### src/rtl/accel_uart_framer.sv
`default_nettype none
// ============================================================================
//  Module   : accel_uart_framer
//  Purpose  : Command/response sequencer for the DE0-Nano serial link.
//             Decodes a single-byte axis command ('x'/'y'/'z'), steers the
//             accelerometer axis select, waits for the reading to settle,
//             captures it coherently and streams a 4-byte reply frame
//             through the UART transmitter using a start/busy handshake.
//  Revision : 1.0  initial release
// ============================================================================
module accel_uart_framer #(
  parameter int unsigned SETTLE_CYCLES = 2500,
  parameter logic [7:0]  SYNC_BYTE     = 8'h00,
  parameter int unsigned BUSY_TIMEOUT  = 64
) (
  input  logic        CLK_50,
  input  logic        areset,
  input  logic [7:0]  rx_data,
  input  logic        rx_data_ready,
  input  logic [15:0] sample,
  output logic [2:0]  dimension,
  output logic [7:0]  tx_data,
  output logic        tx_start,
  input  logic        tx_busy,
  output logic        frame_active,
  output logic        cmd_dropped
);

  // One down-counter is shared between the settle delay and the busy
  // timeout, since the two are never in use at the same time.
  localparam int unsigned c_CNT_MAX =
      (SETTLE_CYCLES > BUSY_TIMEOUT) ? (SETTLE_CYCLES - 1) : (BUSY_TIMEOUT - 1);
  localparam int unsigned c_CNT_W =
      (c_CNT_MAX < 1) ? 1 : $clog2(c_CNT_MAX + 1);

  localparam logic [c_CNT_W-1:0] c_SETTLE_LOAD = c_CNT_W'(SETTLE_CYCLES - 1);
  localparam logic [c_CNT_W-1:0] c_BUSY_LOAD   = c_CNT_W'(BUSY_TIMEOUT - 1);

  // Command bytes accepted from the host.
  localparam logic [7:0] c_CMD_X = 8'h78;
  localparam logic [7:0] c_CMD_Y = 8'h79;
  localparam logic [7:0] c_CMD_Z = 8'h7A;

  // Sequencer states.
  localparam logic [2:0] c_ST_IDLE    = 3'd0;
  localparam logic [2:0] c_ST_SETTLE  = 3'd1;
  localparam logic [2:0] c_ST_START   = 3'd2;
  localparam logic [2:0] c_ST_WAIT_HI = 3'd3;
  localparam logic [2:0] c_ST_WAIT_LO = 3'd4;

  logic [2:0]         state_q,     state_d;
  logic [c_CNT_W-1:0] cnt_q,       cnt_d;
  logic [1:0]         idx_q,       idx_d;
  logic [2:0]         dim_q,       dim_d;
  logic [15:0]        shadow_q,    shadow_d;
  logic [7:0]         tx_data_q,   tx_data_d;
  logic               tx_start_q,  tx_start_d;
  logic               drop_q,      drop_d;
  logic               active_q,    active_d;

  logic               w_cmd_valid;
  logic [2:0]         w_cmd_axis;
  logic [7:0]         w_frame_byte;

  // Decode the received byte into an axis index; anything else is ignored.
  always_comb begin
    w_cmd_valid = 1'b1;
    w_cmd_axis  = 3'd0;
    case (rx_data)
      c_CMD_X: w_cmd_axis = 3'd0;
      c_CMD_Y: w_cmd_axis = 3'd1;
      c_CMD_Z: w_cmd_axis = 3'd2;
      default: w_cmd_valid = 1'b0;
    endcase
  end

  // Select the reply byte for the current frame position (sync, axis, LSB, MSB).
  always_comb begin
    case (idx_q)
      2'd0:    w_frame_byte = SYNC_BYTE;
      2'd1:    w_frame_byte = {5'b0, dim_q};
      2'd2:    w_frame_byte = shadow_q[7:0];
      default: w_frame_byte = shadow_q[15:8];
    endcase
  end

  // Next-state logic for the command/settle/transmit sequencer.
  always_comb begin
    state_d    = state_q;
    cnt_d      = cnt_q;
    idx_d      = idx_q;
    dim_d      = dim_q;
    shadow_d   = shadow_q;
    tx_data_d  = tx_data_q;
    tx_start_d = 1'b0;
    drop_d     = 1'b0;

    case (state_q)
      c_ST_IDLE: begin
        if (rx_data_ready && w_cmd_valid) begin
          dim_d   = w_cmd_axis;
          cnt_d   = c_SETTLE_LOAD;
          state_d = c_ST_SETTLE;
        end
      end

      c_ST_SETTLE: begin
        // The reading is sampled exactly once, when the settle count expires,
        // so all reply bytes come from the same measurement.
        if (cnt_q != '0) begin
          cnt_d = cnt_q - 1'b1;
        end else begin
          shadow_d = sample;
          idx_d    = 2'd0;
          state_d  = c_ST_START;
        end
      end

      c_ST_START: begin
        if (!tx_busy) begin
          tx_data_d  = w_frame_byte;
          tx_start_d = 1'b1;
          cnt_d      = c_BUSY_LOAD;
          state_d    = c_ST_WAIT_HI;
        end
      end

      c_ST_WAIT_HI: begin
        // A transmitter that never raises busy must not hang the frame.
        if (tx_busy || (cnt_q == '0)) begin
          state_d = c_ST_WAIT_LO;
        end else begin
          cnt_d = cnt_q - 1'b1;
        end
      end

      c_ST_WAIT_LO: begin
        if (!tx_busy) begin
          if (idx_q == 2'd3) begin
            state_d = c_ST_IDLE;
          end else begin
            idx_d   = idx_q + 2'd1;
            state_d = c_ST_START;
          end
        end
      end

      default: begin
        state_d = c_ST_IDLE;
      end
    endcase

    // Any byte arriving while a command is in flight is discarded and flagged.
    if (rx_data_ready && (state_q != c_ST_IDLE)) begin
      drop_d = 1'b1;
    end

    active_d = (state_d != c_ST_IDLE);
  end

  // State and output registers; reset aborts any frame in progress.
  always_ff @(posedge CLK_50 or posedge areset) begin
    if (areset) begin
      state_q    <= c_ST_IDLE;
      cnt_q      <= '0;
      idx_q      <= 2'd0;
      dim_q      <= 3'd0;
      shadow_q   <= 16'd0;
      tx_data_q  <= 8'd0;
      tx_start_q <= 1'b0;
      drop_q     <= 1'b0;
      active_q   <= 1'b0;
    end else begin
      state_q    <= state_d;
      cnt_q      <= cnt_d;
      idx_q      <= idx_d;
      dim_q      <= dim_d;
      shadow_q   <= shadow_d;
      tx_data_q  <= tx_data_d;
      tx_start_q <= tx_start_d;
      drop_q     <= drop_d;
      active_q   <= active_d;
    end
  end

  assign dimension    = dim_q;
  assign tx_data      = tx_data_q;
  assign tx_start     = tx_start_q;
  assign cmd_dropped  = drop_q;
  assign frame_active = active_q;

endmodule
`default_nettype wire
### config.mk
export PLATFORM = sky130hd
export DESIGN_NAME = accel_uart_framer
export DESIGN_NICKNAME = d
export VERILOG_FILES = /design/src/rtl/accel_uart_framer.sv
export SDC_FILE = /design/constraint.sdc
export NUM_CORES = 1
export LEC_CHECK = 0
export ABC_AREA = 1
export ABC_CLOCK_PERIOD_IN_PS = 2000
export CORE_ASPECT_RATIO = 1.75
export CORE_MARGIN = 2
export CORE_UTILIZATION = 35
export CTS_CLUSTER_SIZE = 8
export DETAILED_ROUTE_END_ITERATION = 8
export PLACE_DENSITY = 0.57
export RECOVER_POWER = 25
export SYNTH_ARGS = -nofsm -noshare
export SYNTH_HDL_FRONTEND = slang
export SYNTH_SLANG_ARGS = --single-unit
### constraint.sdc
create_clock -name CLK_50 -period 2 [get_ports CLK_50]
set_input_delay 0.4 -clock CLK_50 [delete_from_list [all_inputs] [get_ports CLK_50]]
set_output_delay 0.4 -clock CLK_50 [all_outputs]
set_load 0.01 [all_outputs]
-- Word-level counts from Yosys, hierarchy flattened
Cells that the tools add are included.
W data, S select, Z words.
- add/sub/neg operators: 2
- multiply operators: 0
- div/mod/pow operators: 0
- magnitude comparators: 0
- eq/ne operators: 17
- shift-type cells: 0
- multiplexer cells: 22
- bitwise logic cells: 2
- reductions and logical operators: 17
- operators by type and width (operator ; count):
    $mux W12 ; 4
    $pmux W12 S4 ; 1
    $eq A8 B7 Y1 const B ; 3
    $pmux W8 S3 ; 1
    $mux W3 ; 5
    $pmux W3 S5 ; 1
    $ne A2 B2 Y1 const B ; 7
    $logic_not A12 Y1 ; 1
    $reduce_bool A12 Y1 ; 1
    $sub A12 B1 Y12 const B ; 1
    $mux W2 ; 4
    $pmux W2 S2 ; 2
    $eq A3 B2 Y1 const B ; 2
    $reduce_and A2 Y1 ; 3
    $reduce_bool A3 Y1 ; 2
    $reduce_and A5 Y1 ; 1
    $eq A2 B2 Y1 const B ; 2
    $mux W1 ; 4
    $reduce_and A4 Y1 ; 1
    $reduce_bool A4 Y1 ; 1
    $eq A3 B1 Y1 const B ; 1
    $eq A3 B3 Y1 const B ; 1
    $logic_not A3 Y1 ; 1
    $reduce_or A3 Y1 ; 1
    other kinds (7) ; 9
- register bits: 47
- latch bits: 0
- memory bits (writable): 0
- bits in read-only memories: 0
- bits of input ports: 28
- logic and storage cells: 69
- memories kept: 0

-- Depth between registers and ports, before layout
- depth in word-level cells: 7
- mapped depth: 10
- depth with buffers taken out: 10

-- Least setup slack after synthesis
Ideal clock, no wire load.
- kind: register -> register
- start point: register cnt_q[0]
- end point: register cnt_q[11]
- arrival: 1.366 ns
- data required time: 1.882 ns
- setup slack: 0.517 ns
- stages on the path, launching flop included: 10
- cell sequence: dfrtp_1 > inv_1 > ha_1 > nand2_1 > nor2_1 > nand2_4 > a21boi_0 > nor2_2 > nand2_1 > nand2_1
- longest elaborated chain between the ends: 4
- elaborated cells on any way between the ends: 10
- those cells by class: add/sub: 1; eq/ne: 2; mux: 3; reduce/logical: 4
- RTL lines (item ; RTL line ; text):
    start: declaration ; 52 ; logic [c_CNT_W-1:0] cnt_q, cnt_d;
    start signal: assignment ; 175 ; cnt_q <= cnt_d;
    parallel branches: the longest is 4 deep, another holds $sub A12 B1 Y12 ; -- ;
Several ways; the timed one is not identified. The select of a mux whose other input is x is not followed.
A chain may end at the register's enable or synchronous reset.

-- Worst setup path in the final report
- start point: register cnt_q[1]
- end point: register cnt_q[5]
Same word-level chain as after synthesis.

==> results.md <==
- The H-tree depth reported by CTS is 2.
- The insertion delay to the later sink of the worst-skew pair is 0.29 ns.
- The synthesized-area fraction occupied by adder cells is 2.93%.
- After synthesis, the largest area contributor takes up about 45% of total cell area.
- The mean area per synthesized cell is between 7 and 8 um^2.
- Summing the areas of all compound-gate instances in the mapped netlist gives 11.0% of the synthesized area.
- The post-route setup TNS is 0 ns.
- The first element of the critical path is cnt_q[1].
- The share of the synthesized netlist area taken by xor and xnor gates is less than 1%.
- The starting utilization of the core area is 35.7%.
- The final HPWL from detailed placement is 4890 um.
- The worst setup path is captured at a flip-flop.
- The first detailed-routing pass took 4 iterations.
- The worst register-to-register path ends at cnt_q[5].
- Between clock sinks in the finished design, the worst skew comes to between 0.005 and 0.006 ns.
- The routed design could run at a clock period as short as between 1.5 and 2 ns.
- The number of top-level pins is 42.
- Summed over all nets, the switching power comes to 1670 uW.
- The flow ran to the end, and the final reports show no timing, DRC or antenna violations.
- The total of buffers placed on input and output ports is 40.
- The number of cells produced by synthesis is 338.
- Once the clock tree was built, the setup fixing pass inserted 0 buffers.
- The final number of hold-violating endpoints is 0.
- The setup-violating endpoint count in the final report is 0.
- The final-stage net count is roughly 420.
- The fmax is between 0.5 and 0.6 GHz.
- The number of buffers created by CTS is 5.
- The layout overhead on the synthesized area is 25.9%.
- The commonest cells after synthesis are sky130_fd_sc_hd__nand2_1, sky130_fd_sc_hd__dfrtp_1, sky130_fd_sc_hd__inv_1.
- The pin count of the biggest net entering global routing is 47.
- The number of antenna diodes is 0.
- The minimum setup slack among reg-to-reg paths is 0.26 ns.
- Setup repair after global routing left no endpoint under its margin.
- Across the VDD grid, the largest voltage drop is 651 uV.
- The largest single stage delay on the critical path is 0.42 ns.
- The number of library cell types mapped by synthesis is 33.
- The cell area that synthesis handed to floorplanning was ~2600 um^2.
- On the critical path the largest part of the delay comes from simple AND/OR/NAND/NOR gates.
- The setup path with the least slack is of type flip-flop to flip-flop.
- Dividing the final minimum period by the clock period gives ~87%.
- Of the total power, the share spent switching nets is about two fifths.
- The number of synthesized flops with an enable pin is 0.
- The analysis attributes to cell leakage a power of 0.00157 uW.
- At the end of routability-driven placement, the weighted congestion stood at 0.849.
- The startpoint of the most critical register-to-register path is cnt_q[1].
- The first global-routing pass estimated 10700 um of wire.
- The worst hold path stage count is 2.
- The number of antenna violations at the first check in global routing is 0.
- The count of state elements after synthesis is 46.
- The dominant cell by count in the synthesized netlist is sky130_fd_sc_hd__nand2_1.
- Summing the sequential cell areas from Yosys gives 44.9% of the chip area.
- The synthesized net count is 372.
- The TritonCTS clock tree is done.
- The area of the die is 8060 um^2.
- In the routed layout, each cell is associated on average with a via count of 4.88.
- The mux share of post-synthesis cell area is 0%.
- The floorplan step set the die width to 68.7 um.
- The number of gates resized after cts is 0.
- The number of buffers and inverters on the critical path is 1.
- The number of pins exceeding their max-slew limit in the final report is 0.
- The library cell appearing most often on the critical path is sky130_fd_sc_hd__nand2_1.
- The area inside the core boundary is 7180 um^2.
- Global routing used 17.8% of the available tracks across all layers.
- The required time reported for the critical path endpoint is 2.18 ns.
- The post-placement cell count is approximately 460.
- The worst pin sits at a relative slew slack of 24.3%.
- The main flop type after synthesis is sky130_fd_sc_hd__dfrtp_1.
- The main combinational cell family by area after synthesis is simple AND/OR/NAND/NOR gates.
- In this run the vertical extent of the chip is 117 um.
- Of all cell types, the one taking the most synthesized area is sky130_fd_sc_hd__dfrtp_1.
- The aggregate global routing overflow is 0.
- The share of power burned in the clock network is 21.9%.
- The internal power of the cells totals 2610 uW.
- Once layout is complete, the cells apart from fillers number 470.
- The total wire length after detailed routing is around 6200 um.
- For this block, the via count after detailed routing is 2293.
- The kind of path behind the tightest hold check is flip-flop to flip-flop.
- The maximum buffer depth of the clock tree is 2.
- The worst-path maximum fanout is 13.
- The count of fill cells added during filler insertion is 758.
- After Yosys synthesis, and, or, nand and nor cells account for 32.0% of the synthesized area.
- The signal on the critical path passes through inv_1, ha_1, nand2_1, nor2_1, nand2_4, a21oi_4, nand2_1, nand2_1, nand2_1.
- The via count of the first global-routing pass is 2293.
- The hold buffer count at CTS is 0.
- Row generation in the floorplan step produced 41 rows.
- Clock tree synthesis found a total of 46 sinks.
- Yosys printed 0 warnings.
- Across the run, the number of max-cap violations was 0.
- In this run the remaining antenna-violating nets after routing total 0.
- The slew at the pin with the worst max-slew slack is between 1 and 1.5 ns.
- The DRC violation count after routing is 0.
- The share of layout cells above drive strength 1 is 8.85%.
- Power spread over the standard cell area amounts to 1330 nW/um^2.
- The number of gates on the worst path with buffers counted is 9.
- The slowest stage of the critical path belongs to the cell sky130_fd_sc_hd__dfrtp_1.
- Sequential cells burn 36.8% of the power.
- The critical path launch point type is a flip-flop.
- The post-CTS clock slew at the launch and capture registers of the worst setup and hold paths is 0.06 ns.
- For the worst flop-to-flop path, the logic depth is 9.
- The arrival time at the worst endpoint is 1.92 ns.
- The routed length per instance is 13.2 um.
- The share of synthesized registers carrying an async set or reset is 100%.
- The cell chosen for the clock root is sky130_fd_sc_hd__clkbuf_16.
- Of the total power, combinational logic draws 41.3%.
- Ranked by total cell area, the synthesized netlist is headed by sky130_fd_sc_hd__dfrtp_1, sky130_fd_sc_hd__nand2_1, sky130_fd_sc_hd__o21ai_0.
- The capturing element of the worst setup path is cnt_q[5].
- The first-iteration detailed-routing DRC count is around 70.
## power groups by stage
stage	Clock [uW]	Combinational (uW)	Sequential, uW
2_1_floorplan	0	1220	1530
3_3_place_gp	0	1780	1590
3_5_place_dp	0	1800	1590
4_1_cts	962	1810	1580
5_1_grt	994	2030	1620
6_report	936	1770	1580
## final cells by class
| type | count | area [um^2] | area share (%) |
|---|---|---|---|
| clock buffers | 5 | 125 | 3.87 |
| clock inverters | 3 | 40.0 | 1.24 |
| inverters | 38 | 143 | 4.42 |
| multi-input cells | 242 | 1190 | 36.9 |
| flip-flops and latches | 46 | 1150 | 35.6 |
| well taps | 86 | 108 | 3.33 |
| repair buffers | 50 | 473 | 14.6 |
## flip-flops by register name, summed over array words and instances, names as in the netlist
register / count
shadow_q: 16
tx_start: 1
frame_active: 1
state_q: 3
dimension: 2
cnt_q: 12
tx_data: 8
idx_q: 2
cmd_dropped: 1
## through the flow
stage / setup slack, ns / util, % / hold slack (ns) / cell area, um^2 / total power (uW)
2_1_floorplan: 0.512 / - / 0.449 / 2570 / 2750
3_3_place_gp: 0.148 / 42.9 / 0.463 / 3080 / 3370
3_5_place_dp: 0.120 / 42.9 / 0.466 / 3080 / 3390
4_1_cts: 0.256 / 45.2 / 0.473 / 3250 / 4350
5_1_grt: 0.0736 / 45.0 / 0.498 / 3230 / 4650
6_report: 0.257 / 45.0 / 0.482 / 3230 / 4280
## kinds of logic (layout without fill, tap and decap cells)
kind of cell,Yosys count,in the layout
xor gates and xnor gates,1,1
buffers and inverters,50,96
other,1,1
AOI/OAI and AO/OA,49,49
adders and majority gates,6,6
and+or+nand+nor,185,185
DFF,46,46
## how the worst min path moves through the flow
| stage | from | end | slack [ns] |
|---|---|---|---|
| 2_1_floorplan | shadow_q[10] | shadow_q[10] | 0.45 |
| 3_3_place_gp | shadow_q[13] | shadow_q[13] | 0.46 |
| 3_5_place_dp | shadow_q[14] | shadow_q[14] | 0.47 |
| 4_1_cts | areset | dimension[1] | 0.47 |
| 5_1_grt | shadow_q[7] | shadow_q[7] | 0.50 |
| 6_report | shadow_q[14] | shadow_q[14] | 0.48 |
## worst register-to-register path, delay by kind of cell (launching register included)
| kind | cells | cell delay [ns] |
|---|---|---|
| buffers and inverters | 1 | 0.10 |
| and+or+nand+nor | 6 | 0.61 |
| DFF | 1 | 0.42 |
| adders and majority gates | 1 | 0.19 |
| AOI/OAI and AO/OA | 1 | 0.32 |
## per-layer routing
layer | global-route usage, % | wire length (um) | vias to the layer above
met2 | 33.2 | 3580 | 36
met3 | 3.15 | 174 | 10
met5 | 0 | 0 | -
met4 | 5.75 | 129 | 0
li1 | - | - | 1171
met1 | 19.6 | 2340 | 1076
## cell usage in the layout, fill, tap and decap left out, types with 2 or more instances in the layout
cell type                         count
sky130_fd_sc_hd__nor2_4               2
sky130_fd_sc_hd__o21ai_0             33
sky130_fd_sc_hd__dfrtp_1             46
sky130_fd_sc_hd__nand3_2              2
sky130_fd_sc_hd__clkdlybuf4s50_1     39
sky130_fd_sc_hd__nand4_1             13
sky130_fd_sc_hd__inv_2                3
sky130_fd_sc_hd__clkbuf_16            5
sky130_fd_sc_hd__o21ai_1              2
sky130_fd_sc_hd__o211ai_1             6
sky130_fd_sc_hd__nand3_1             24
sky130_fd_sc_hd__nand2_4              2
sky130_fd_sc_hd__ha_1                 6
sky130_fd_sc_hd__nand2_1            105
sky130_fd_sc_hd__buf_4                9
sky130_fd_sc_hd__clkinv_2             2
sky130_fd_sc_hd__inv_1               34
sky130_fd_sc_hd__nor2_2               3
sky130_fd_sc_hd__a21oi_1              2
sky130_fd_sc_hd__nand2_2              2
sky130_fd_sc_hd__nor2_1              29
Note: power is estimated with default switching activity, not from simulation.
